<file path="src/rtl/cp0_intc.sv">
// Coprocessor 0: Count/Compare timers, Status/Cause/EPC, precise exceptions and ERET; optional CP0_COUNT_DIV2_EN halves the Count rate.
// Latency: register reads are combinational; writes, exception commits and IP sampling land at the next clk edge.
// Backpressure: no handshake; stall blocks exception/ERET commits while MTC0 and timers keep running.
module cp0_intc #(
    parameter int DATA_WIDTH = 32,
    parameter int ADDR_WIDTH = 32,
    parameter int N_HW_INT   = 6,
    parameter int N_TIMERS   = 1
) (
    input  logic                  clk,
    input  logic                  rst,
    input  logic                  reg_we,
    input  logic [4:0]            reg_write_addr,
    input  logic [2:0]            reg_write_sel,
    input  logic [DATA_WIDTH-1:0] reg_write,
    input  logic [4:0]            reg_read_addr,
    input  logic [2:0]            reg_read_sel,
    output logic [DATA_WIDTH-1:0] reg_read,
    input  logic [N_HW_INT-1:0]   hardware_int,
    input  logic                  stall,
    input  logic                  exc_valid,
    input  logic [4:0]            exc_code,
    input  logic [ADDR_WIDTH-1:0] exc_pc,
    input  logic                  exc_bd,
    input  logic                  eret,
    output logic                  int_req,
    output logic [ADDR_WIDTH-1:0] exc_vector,
    output logic [ADDR_WIDTH-1:0] epc,
    output logic [31:0]           status,
    output logic [31:0]           cause,
    output logic [N_TIMERS-1:0]   timer_int
);

    localparam logic [4:0] R_COUNT   = 5'd9;
    localparam logic [4:0] R_COMPARE = 5'd11;
    localparam logic [4:0] R_STATUS  = 5'd12;
    localparam logic [4:0] R_CAUSE   = 5'd13;
    localparam logic [4:0] R_EPC     = 5'd14;
    localparam logic [4:0] R_PRID    = 5'd15;
    localparam logic [4:0] R_CONFIG  = 5'd16;

    logic [DATA_WIDTH-1:0] count_q;
    logic [DATA_WIDTH-1:0] compare_q [N_TIMERS];
    logic [N_TIMERS-1:0]   armed_q;
    logic [N_TIMERS-1:0]   timer_int_q;
    logic [7:0]            im_q;
    logic                  bev_q, exl_q, ie_q;
    logic [1:0]            ip_sw_q;
    logic [N_HW_INT-1:0]   hw_q;
    logic                  bd_q;
    logic [4:0]            exc_code_q;
    logic [ADDR_WIDTH-1:0] epc_q;

    logic       wr_count, wr_compare, wr_status, wr_cause, wr_epc;
    logic       exc_fire, eret_fire, tick;
    logic [5:0] hw_ext;
    logic [7:0] ip;

    assign wr_count   = reg_we && (reg_write_addr == R_COUNT);
    assign wr_compare = reg_we && (reg_write_addr == R_COMPARE);
    assign wr_status  = reg_we && (reg_write_addr == R_STATUS);
    assign wr_cause   = reg_we && (reg_write_addr == R_CAUSE);
    assign wr_epc     = reg_we && (reg_write_addr == R_EPC);
    assign exc_fire   = exc_valid && !stall;
    assign eret_fire  = eret && !stall;

`ifdef CP0_COUNT_DIV2_EN
    // Count advances (and compares are evaluated) only on the odd prescaler phase.
    logic phase_q;
    assign tick = phase_q;

    always_ff @(posedge clk) begin
        if (rst || wr_count)
            phase_q <= 1'b0;
        else
            phase_q <= ~phase_q;
    end
`else
    assign tick = 1'b1;
`endif

    always_ff @(posedge clk) begin
        if (rst)
            count_q <= '0;
        else if (wr_count)
            count_q <= reg_write;
        else if (tick)
            count_q <= count_q + DATA_WIDTH'(1);
    end

    // A write to a channel clears its flag even if that edge is also a match.
    always_ff @(posedge clk) begin
        if (rst) begin
            armed_q     <= '0;
            timer_int_q <= '0;
            for (int k = 0; k < N_TIMERS; k++)
                compare_q[k] <= '0;
        end else begin
            for (int k = 0; k < N_TIMERS; k++) begin
                if (wr_compare && (reg_write_sel == 3'(k))) begin
                    compare_q[k]   <= reg_write;
                    armed_q[k]     <= 1'b1;
                    timer_int_q[k] <= 1'b0;
                end else if (armed_q[k] && tick && (count_q == compare_q[k])) begin
                    timer_int_q[k] <= 1'b1;
                end
            end
        end
    end

    always_ff @(posedge clk) begin
        if (rst) begin
            im_q  <= '0;
            bev_q <= 1'b1;
            exl_q <= 1'b0;
            ie_q  <= 1'b0;
        end else begin
            if (wr_status) begin
                im_q  <= reg_write[15:8];
                bev_q <= reg_write[22];
                exl_q <= reg_write[1];
                ie_q  <= reg_write[0];
            end
            if (exc_fire)
                exl_q <= 1'b1;
            else if (eret_fire)
                exl_q <= 1'b0;
        end
    end

    // A nested exception (EXL already set) keeps the original EPC/BD context.
    always_ff @(posedge clk) begin
        if (rst) begin
            ip_sw_q    <= '0;
            hw_q       <= '0;
            bd_q       <= 1'b0;
            exc_code_q <= '0;
            epc_q      <= '0;
        end else begin
            hw_q <= hardware_int;
            if (wr_cause)
                ip_sw_q <= reg_write[9:8];
            if (exc_fire)
                exc_code_q <= exc_code;
            if (exc_fire && !exl_q) begin
                bd_q  <= exc_bd;
                epc_q <= exc_bd ? (exc_pc - ADDR_WIDTH'(4)) : exc_pc;
            end else if (wr_epc) begin
                epc_q <= ADDR_WIDTH'(reg_write);
            end
        end
    end

    assign hw_ext = 6'(hw_q);
    assign ip     = {(|timer_int_q) | hw_ext[5], hw_ext[4:0], ip_sw_q};

    assign status     = {4'b0001, 5'b0, bev_q, 6'b0, im_q, 6'b0, exl_q, ie_q};
    assign cause      = {bd_q, 15'b0, ip, 1'b0, exc_code_q, 2'b0};
    assign epc        = epc_q;
    assign timer_int  = timer_int_q;
    assign int_req    = ie_q && !exl_q && (|(ip & im_q));
    assign exc_vector = bev_q ? ADDR_WIDTH'(32'hBFC0_0380) : ADDR_WIDTH'(32'h8000_0180);

    always_comb begin
        reg_read = '0;
        case (reg_read_addr)
            R_COUNT:   reg_read = count_q;
            R_COMPARE: begin
                for (int k = 0; k < N_TIMERS; k++)
                    if (reg_read_sel == 3'(k))
                        reg_read = compare_q[k];
            end
            R_STATUS:  reg_read = DATA_WIDTH'(status);
            R_CAUSE:   reg_read = DATA_WIDTH'(cause);
            R_EPC:     reg_read = DATA_WIDTH'(epc_q);
            R_PRID:    reg_read = '0;
            R_CONFIG:  reg_read = DATA_WIDTH'(32'h0000_8000);
            default:   reg_read = '0;
        endcase
    end

endmodule

</file>
<file path="config.mk">
export PLATFORM = sky130hd
export DESIGN_NAME = cp0_intc
export DESIGN_NICKNAME = d
export VERILOG_FILES = /design/src/rtl/cp0_intc.sv
export SDC_FILE = /design/constraint.sdc
export NUM_CORES = 1
export LEC_CHECK = 0
export ABC_AREA = 1
export CAP_MARGIN = 20
export CELL_PAD_IN_SITES_DETAIL_PLACEMENT = 1
export CELL_PAD_IN_SITES_GLOBAL_PLACEMENT = 1
export CORE_MARGIN = 2
export CORE_UTILIZATION = 33
export CTS_CLUSTER_DIAMETER = 30
export DETAILED_ROUTE_END_ITERATION = 10
export PLACE_DENSITY = 0.82
export REMOVE_ABC_BUFFERS = 1
export SYNTH_ARGS = -nofsm -noshare
export SYNTH_HDL_FRONTEND = slang
export SYNTH_SLANG_ARGS = --single-unit
export TNS_END_PERCENT = 50
</file>
<file path="constraint.sdc">
create_clock -name clk -period 2.9 [get_ports clk]
set_input_delay 0.58 -clock clk [delete_from_list [all_inputs] [get_ports clk]]
set_output_delay 0.58 -clock clk [all_outputs]
set_load 0.02 [all_outputs]
</file>
==> summary.md, run 1 <==
| Metric | Value |
|---|---|
| Status | `finished, violations left` |
| Violated checks | `setup timing` |
| ANT cells | `0` |
| Yosys reg bits | `123` |
| RSZ-0062 raised after global routing | `yes` |
| TritonCTS buffer count | `17` |
| Critical Path RT | `2.32 ns` |
| All-layer global routing usage | `0.271` |
| Slew headroom | `0.616` |
| DRT iter0 DRCs | `between 700 and 800` |
| Global Route met1 Usage | `0.343` |
| Global-route wire length before repair | `between 50000 and 60000 um` |
| Die X | `around 160 um` |
| Leak Pwr | `approximately 4.8 nW` |
| CP Cell Sequence | `clkdlybuf4s50_1 -> inv_2 -> nor2_4 -> nand4_1 -> buf_4 -> clkinvlp_4 -> buf_4 -> a22oi_1 -> nand3_1 -> buf_2` |
| Hold Crit Class | `reg -> reg` |
| Max H-tree Level | `4` |
| Area of the multi-input gates | `between 0.004 and 0.005 mm2` |
| Met2 GRT Util | `0.468` |
| Post-synth cell types | `46` |
| Cell with the most instances after synthesis | `nand2_1` |
| Worst Slack Setup Final | `-0.0139 ns` |
| WHS | `around 0.46 ns` |
| CTS Sinks | `about 120` |
| FF+latch area | `around 0.0028 mm2` |
| Row Count | `58` |
| Min Clock Period, post-route | `2.91 ns` |
| CP Max Fanout | `4` |
| Vias in the first global route | `between 9000 and 10000` |
| Post-DP HPWL | `27900 um` |
| Hold Violations, Final | `0` |
| Crit end category | `output port` |
| Power per cell area | `~440 mW/mm2` |
| Placed Area | `around 0.011 mm2` |
| Core area | `around 0.025 mm2` |
| CP peak stage delay | `0.45 ns` |
| Synthesis-to-finish area growth | `33.3%` |
| Mapped Cells | `1236` |
| Synthesized area | `about 0.0083 mm2` |
| Yosys warnings | `0` |
| Top FF cell, synth | `dfxtp_1` |
| Total Nets Final | `1532` |
| Fin area | `0.0111 mm2` |
| Share of cells above drive strength 1 | `0.113` |
| Average size of a mapped cell | `just under 7 um2` |
| DRT antenna net count | `0` |
| Share of flip-flops with an asynchronous set or reset | `0` |
| Post-synth top cells | `nand2_1 (236), inv_1 (173), nor2_1 (133)` |
| Worst vdd ir | `0.306 mV` |
| Number of setup violations in the final report | `1` |
| Period Utilization, post-route | `1.00` |
| Cell mode on critical path | `buf_4` |
| PortBufs | `just under 200` |
| Max Transition Viols Final | `0` |
| Power Total | `between 4 and 5 mW` |
| Vias per Instance | `around 5.3` |
| GR peak layer | `met2` |
| Met3 usage | `0.0503` |
| Post-synthesis sequential area ratio | `0.333` |
| Root Buffer | `clkbuf_16` |
| Final WL | `36500 um` |
| Max-cap violation count | `0` |
| Area contributors post-synth | `dfxtp_1 (22%), edfxtp_1 (12%), nand2_1 (11%)` |
| Critical Path Slowest Stage Cell | `clkdlybuf4s50_1` |
| DIE AREA | `between 0.02 and 0.03 mm2` |
| Startpoint types | `primary input` |
| DRC | `0` |
| Largest net degree at the start of global routing | `44` |
| CTS Buffer Depth | `2` |
| Gpl congestion | `0.900` |
| Critical setup path kind | `in -> out` |
| Clock transition at path regs | `0.06 ns` |
| Drt wl/cell | `20.6 um` |
| Clk Latency, worst-skew pair | `0.42 ns` |
| Filler Cell Count | `roughly 3200` |
| Least-Margin Pin Slew | `~0.58 ns` |
| Initial antenna violation count | `0` |
| Final Skew | `~0.009 ns` |
| Die height | `about 160 um` |
| Drt first pass iters | `6` |
| Max Freq | `0.343 GHz` |
| WP data arrival | `2.33 ns` |
| CTS tree | `built` |
| Post-synth top area share | `0.218` |
| Vias | `about 9300` |
| Number of synthesized flops with an enable pin | `32` |
| Largest area contributor in the netlist | `dfxtp_1` |
| Overflow after GRT | `0` |
| IO Pins | `260` |
| Initial core utilization | `0.333` |
-- worst max-delay path: cells and delay by family --
| kind | cells | cell delay, ns |
|---|---|---|
| buffers and inverters | 6 | 1.22 |
| AO/OA/AOI/OAI | 1 | 0.19 |
| AND/OR/NAND/NOR | 3 | 0.35 |
-- state kept, by name, indices dropped and copies added (netlist names) --
register,count
hw_ext,6
epc,32
compare_q,32
armed_q,1
im_q,8
bev_q,1
timer_int,1
ie_q,1
exc_code_q,5
bd_q,1
exl_q,1
count_q,32
ip_sw_q,2
-- cell families (layout without fill, tap and decap cells) --
family	count (synthesis)	after routing	synth area share
other cells	2	62	0.000900
flops	123	123	0.333
xor+xnor	25	25	0.0262
fa+ha+maj	2	2	0.00300
compound gates	246	246	0.172
simple gates	535	535	0.288
buf+inv	303	452	0.176
-- power by group --
group          leakage (nW)  switching (mW)  internal, mW
Clock                 0.286           0.810          1.39
Combinational          3.50           0.487         0.312
Sequential             1.05          0.0856          1.84
Total                  4.83            1.38          3.54
-- metrics by stage --
step	utilization	setup TNS, ns	worst slack (ns)	cells
CTS	0.441	-0.365	-0.0720	1773
floorplan	-	0	0.231	1175
global placement	0.421	-9.39	-0.349	1741
global route	0.444	-0.0447	-0.0214	1775
finish	0.444	-0.0139	-0.0139	1775
detailed placement	0.421	-11.40	-0.431	1741
-- what timing repair did --
action                     4_1_cts  5_1_grt
pin swaps                        1        4
hold buffers                     0        0
gates cloned                     0        2
setup endpoints to repair       32       33
resized for setup              122       49
buffers inserted                 0        0
-- layout make-up --
class                           instances  share of cell area
Clock buffer                           24              0.0424
Inverter                              182              0.0622
Tap cell                              330              0.0371
Multi-Input combinational cell        870               0.394
Timing Repair Buffer                  238               0.204
Clock inverter                          8              0.0105
Sequential cell                       123               0.250
-- final timing paths --
kind                         start           end  slack (ns)  cells past startpoint
setup / recovery  reg_read_addr[1]  reg_read[14]       -0.01                     10
hold / removal             armed_q       armed_q        0.46                      2
setup reg to reg        count_q[0]   count_q[30]        0.75                     10
hold reg to reg            armed_q       armed_q        0.46                      2
-- layout by cell type, fill, tap and decap left out, types with 7 or more instances in the layout --
cell and count:
nand2_2 9, inv_1 171, nor2_2 8, nand4_1 25, a22oi_1 29, nand2_1 236, clkbuf_16 19, dfxtp_1 91
o21ai_0 97, nand3_1 81, nor3_1 14, edfxtp_1 32, clkdlybuf4s50_1 162, buf_4 39, buf_2 21, o211ai_1 21
inv_2 8, nor2_4 10, nor2_1 131, xor2_1 20, conb_1 62, o21ai_1 7, a21oi_1 59
-- layer usage --
layer  wire, um  up-vias  share of wire
li1           -     4321              -
met4        961        0          0.026
met1      15100     4527           0.41
met3       2670       60          0.073
met2      17800      413           0.49
met5          0        -              0
Power figures use the tool's default switching activity.
==> inputs of run 2 (changes only) <==
--- a/config.mk
+++ b/config.mk
@@ -13,6 +13,7 @@
 export CORE_UTILIZATION = 33
 export CTS_CLUSTER_DIAMETER = 30
 export DETAILED_ROUTE_END_ITERATION = 10
+export HOLD_SLACK_MARGIN = 0.05
 export PLACE_DENSITY = 0.82
 export REMOVE_ABC_BUFFERS = 1
 export SYNTH_ARGS = -nofsm -noshare
==> results of run 2 <==
The final DEF is identical to that of run 1; final timing and power are the same.
==> inputs of run 3 (changes only) <==
--- a/config.mk
+++ b/config.mk
@@ -10,11 +10,11 @@
 export CELL_PAD_IN_SITES_DETAIL_PLACEMENT = 1
 export CELL_PAD_IN_SITES_GLOBAL_PLACEMENT = 1
 export CORE_MARGIN = 2
-export CORE_UTILIZATION = 33
+export CORE_UTILIZATION = 35
 export CTS_CLUSTER_DIAMETER = 30
 export DETAILED_ROUTE_END_ITERATION = 10
 export HOLD_SLACK_MARGIN = 0.05
-export PLACE_DENSITY = 0.82
+export PLACE_DENSITY = 0.86
 export REMOVE_ABC_BUFFERS = 1
 export SYNTH_ARGS = -nofsm -noshare
 export SYNTH_HDL_FRONTEND = slang
==> constraint.sdc (replaced) <==
create_clock -name clk -period 3.43 [get_ports clk]
set_input_delay 0.686 -clock clk [delete_from_list [all_inputs] [get_ports clk]]
set_output_delay 0.686 -clock clk [all_outputs]
set_load 0.02 [all_outputs]
==> run 3 against run 2 <==
Net effect:
- the run now ends clean
- sequential power down 16%
- first-iteration DRC count fell by 6.9%
- sequential cell count did not move
- hold slack gained 0.014 ns
- power decreased by 16%
- register-to-register slack improved by 0.58 ns
- final cell count is 1.4% lower
- via count is 1.9% lower
- critical path depth grew 1
- die area decreased by 5.6%
- largest cell class unchanged
==> summary.md, run 3 (synthesized netlist as in run 1, its figures left out) <==
| Metric | Value |
|---|---|
| Least-Margin Pin Slew | `0.676 ns (+0.101 ns)` |
| Critical Path Slowest Stage Cell | `clkdlybuf4s50_1` |
| Share of the core filled with cells | `0.471 (+0.0264)` |
| Clk Latency, worst-skew pair | `0.42 ns (about the same)` |
| Leak Pwr | `4.98 nW (+3.1%)` |
| IO Pins | `260 (unchanged)` |
| Synthesis-to-finish area growth | `32.4%` |
| Commonest non-fill, non-tap cell in the layout | `nand2_1` |
| CP peak stage delay | `0.45 ns (about the same)` |
| Worst vdd ir | `0.262 mV (-14%)` |
| Total Nets Final | `1519 (-0.85%)` |
| Vias | `9141 (-1.9%)` |
| Max Used Layer | `met4` |
| P_sw | `1.15 mW (-17%)` |
| CP Cell Sequence | `clkdlybuf4s50_1 -> buf_4 -> nand2_1 -> inv_1 -> nand3_1 -> inv_1 -> buf_12 -> buf_12 -> a22oi_1 -> o221ai_1 -> dlygate4sd2_1` |
| Logic pwr share | `0.160 (-0.002)` |
| WP data arrival | `2.65 ns (+0.32 ns)` |
| Drt wl/cell | `20.0 um (-3.0%)` |
| Clock group share of total power | `0.449 (+0.002)` |
| Met1 WL | `14600 um (-3.3%)` |
| Final Skew | `0.00694 ns (-0.00208 ns)` |
| Status | `finished, final reports clean` |
| Power per cell area | `375 mW/mm2 (-15%)` |
| Inst Count DP | `1719 (-1.3%)` |
| CTS Buffer Depth | `2 (unchanged)` |
| DIE AREA | `0.0251 mm2 (-5.6%)` |
| Startpoint types | `primary input` |
| RSZ-0062 raised after global routing | `no` |
| Clock transition at path regs | `0.06 ns (about the same)` |
| Met2 Wirelength | `17100 um (-3.9%)` |
| Max Transition Viols Final | `0 (unchanged)` |
| Initial core utilization | `0.356 (+0.0222)` |
| Final WL | `35000 um (-4.3%)` |
| Most frequent cells in the layout | `nand2_1 (236), inv_1 (173), clkdlybuf4s50_1 (165), nor2_1 (133), o21ai_0 (100)` |
| CP Max Fanout | `9 (+5)` |
| Sw Share | `0.277 (-0.00349)` |
| WHS | `0.478 ns (+0.0144 ns)` |
| DRT iter0 DRCs | `678 (-6.9%)` |
| CTS tree | `built` |
| Post-DP HPWL | `26700 um (-4.1%)` |
| Period Utilization, post-route | `0.972` |
| Max-cap violation count | `0 (unchanged)` |
| Total internal power | `2.99 mW (-15%)` |
| Sequential power share | `0.392 (+0.002)` |
| Core area | `0.0235 mm2 (-6.2%)` |
| Largest net degree at the start of global routing | `63 (+43%)` |
| Crit end category | `output port` |
| Final instance count without filler cells | `1751 (-1.4%)` |
| Vias in the first global route | `9402 (-0.17%)` |
| ANT cells | `0 (unchanged)` |
| Overflow after GRT | `0 (unchanged)` |
| Die height | `158 um (-2.8%)` |
| Number of setup violations in the final report | `0 (-1)` |
| Share of cells above drive strength 1 | `0.0747 (-0.0381)` |
| Max H-tree Level | `4 (unchanged)` |
| Gpl congestion | `0.919 (+2.0%)` |
| PortBufs | `197 (unchanged)` |
| Slew headroom | `0.545 (-0.0714)` |
| Final setup TNS | `0 ns (+0.0139 ns)` |
| Root Buffer | `clkbuf_16` |
| Row Count | `56 (-3.4%)` |
| Max Freq | `0.300 GHz` |
| CTS Hold Bufs | `0 (unchanged)` |
| Min Clock Period, post-route | `3.33 ns` |
| Critical setup path kind | `in -> out` |
| Global-route wire length before repair | `53100 um (-2.9%)` |
| Drt first pass iters | `5 (-1)` |
| DRT antenna net count | `0 (unchanged)` |
| Critical Path RT | `2.74 ns (+0.42 ns)` |
| Hold Crit Class | `reg -> reg` |
| All-layer global routing usage | `0.281 (+0.0100)` |
| WL met3 | `2420 um (-9.3%)` |
| Reg2Reg Setup Slack | `1.33 ns (+0.58 ns)` |
| Die X | `158 um (-2.8%)` |
| TritonCTS buffer count | `17 (unchanged)` |
| Initial antenna violation count | `0 (unchanged)` |
| Vias per Instance | `5.22 (-0.59%)` |
| DRC | `0 (unchanged)` |
| Hold Violations, Final | `0 (unchanged)` |
| CTS Sinks | `123 (unchanged)` |
## run 3: critical path, delay by kind of cell
kind	cells	cell delay [ns]
AND/OR/NAND/NOR	2	0.14
AO/OA/AOI/OAI	2	0.42
buffers and inverters	7	1.41
## run 3: worst paths after layout
kind | start | to | depth (start not counted)
max reg2reg | count_q[0] | count_q[14] | 8
min reg2reg | armed_q | armed_q | 2
min | armed_q | armed_q | 2
max | reg_read_addr[2] | reg_read[22] | 11
## run 3: through the flow
step / area [um2] / power (mW) / worst slack, ns
finish: 11100 / 4.14 / 0.0971
CTS: 11000 / 4.14 / 0.00339
detailed placement: 10400 / 2.30 / -0.148
floorplan: 7790 / 1.94 / 0.655
global placement: 10400 / 2.29 / -0.0572
global route: 11100 / 4.26 / 0.00216
## run 3: routing by layer
metal,track usage,vias to the layer above
li1,-,4290
met1,0.354,4419
met2,0.485,373
met3,0.0558,59
met4,0.0824,0
met5,0,-
## run 3: power by group through the flow
stage | clock network [mW] | logic, mW | registers, mW
floorplan | 0 | 0.266 | 1.67
global placement | 0 | 0.639 | 1.65
global route | 1.92 | 0.713 | 1.63
detailed placement | 0 | 0.651 | 1.65
finish | 1.86 | 0.661 | 1.62
CTS | 1.86 | 0.657 | 1.62
## run 3: final cells by class
cell class                 instances  area (um2)
clock buffer                      27         557
clock inverter                     5        50.0
fill                            3015       12400
inverter                         182         687
multi-input combinational        870        4330
sequential                       123        2780
tap                              319         399
timing repair buffer             225        2250
## run 3: timing repair
item | CTS | global route
endpoints found under the setup margin | 24 | 13
hold endpoints to repair | 0 | 0
gates resized for setup | 21 | 13
pin swaps | 0 | 0
buffers inserted | 0 | 0
gates cloned | 0 | 0
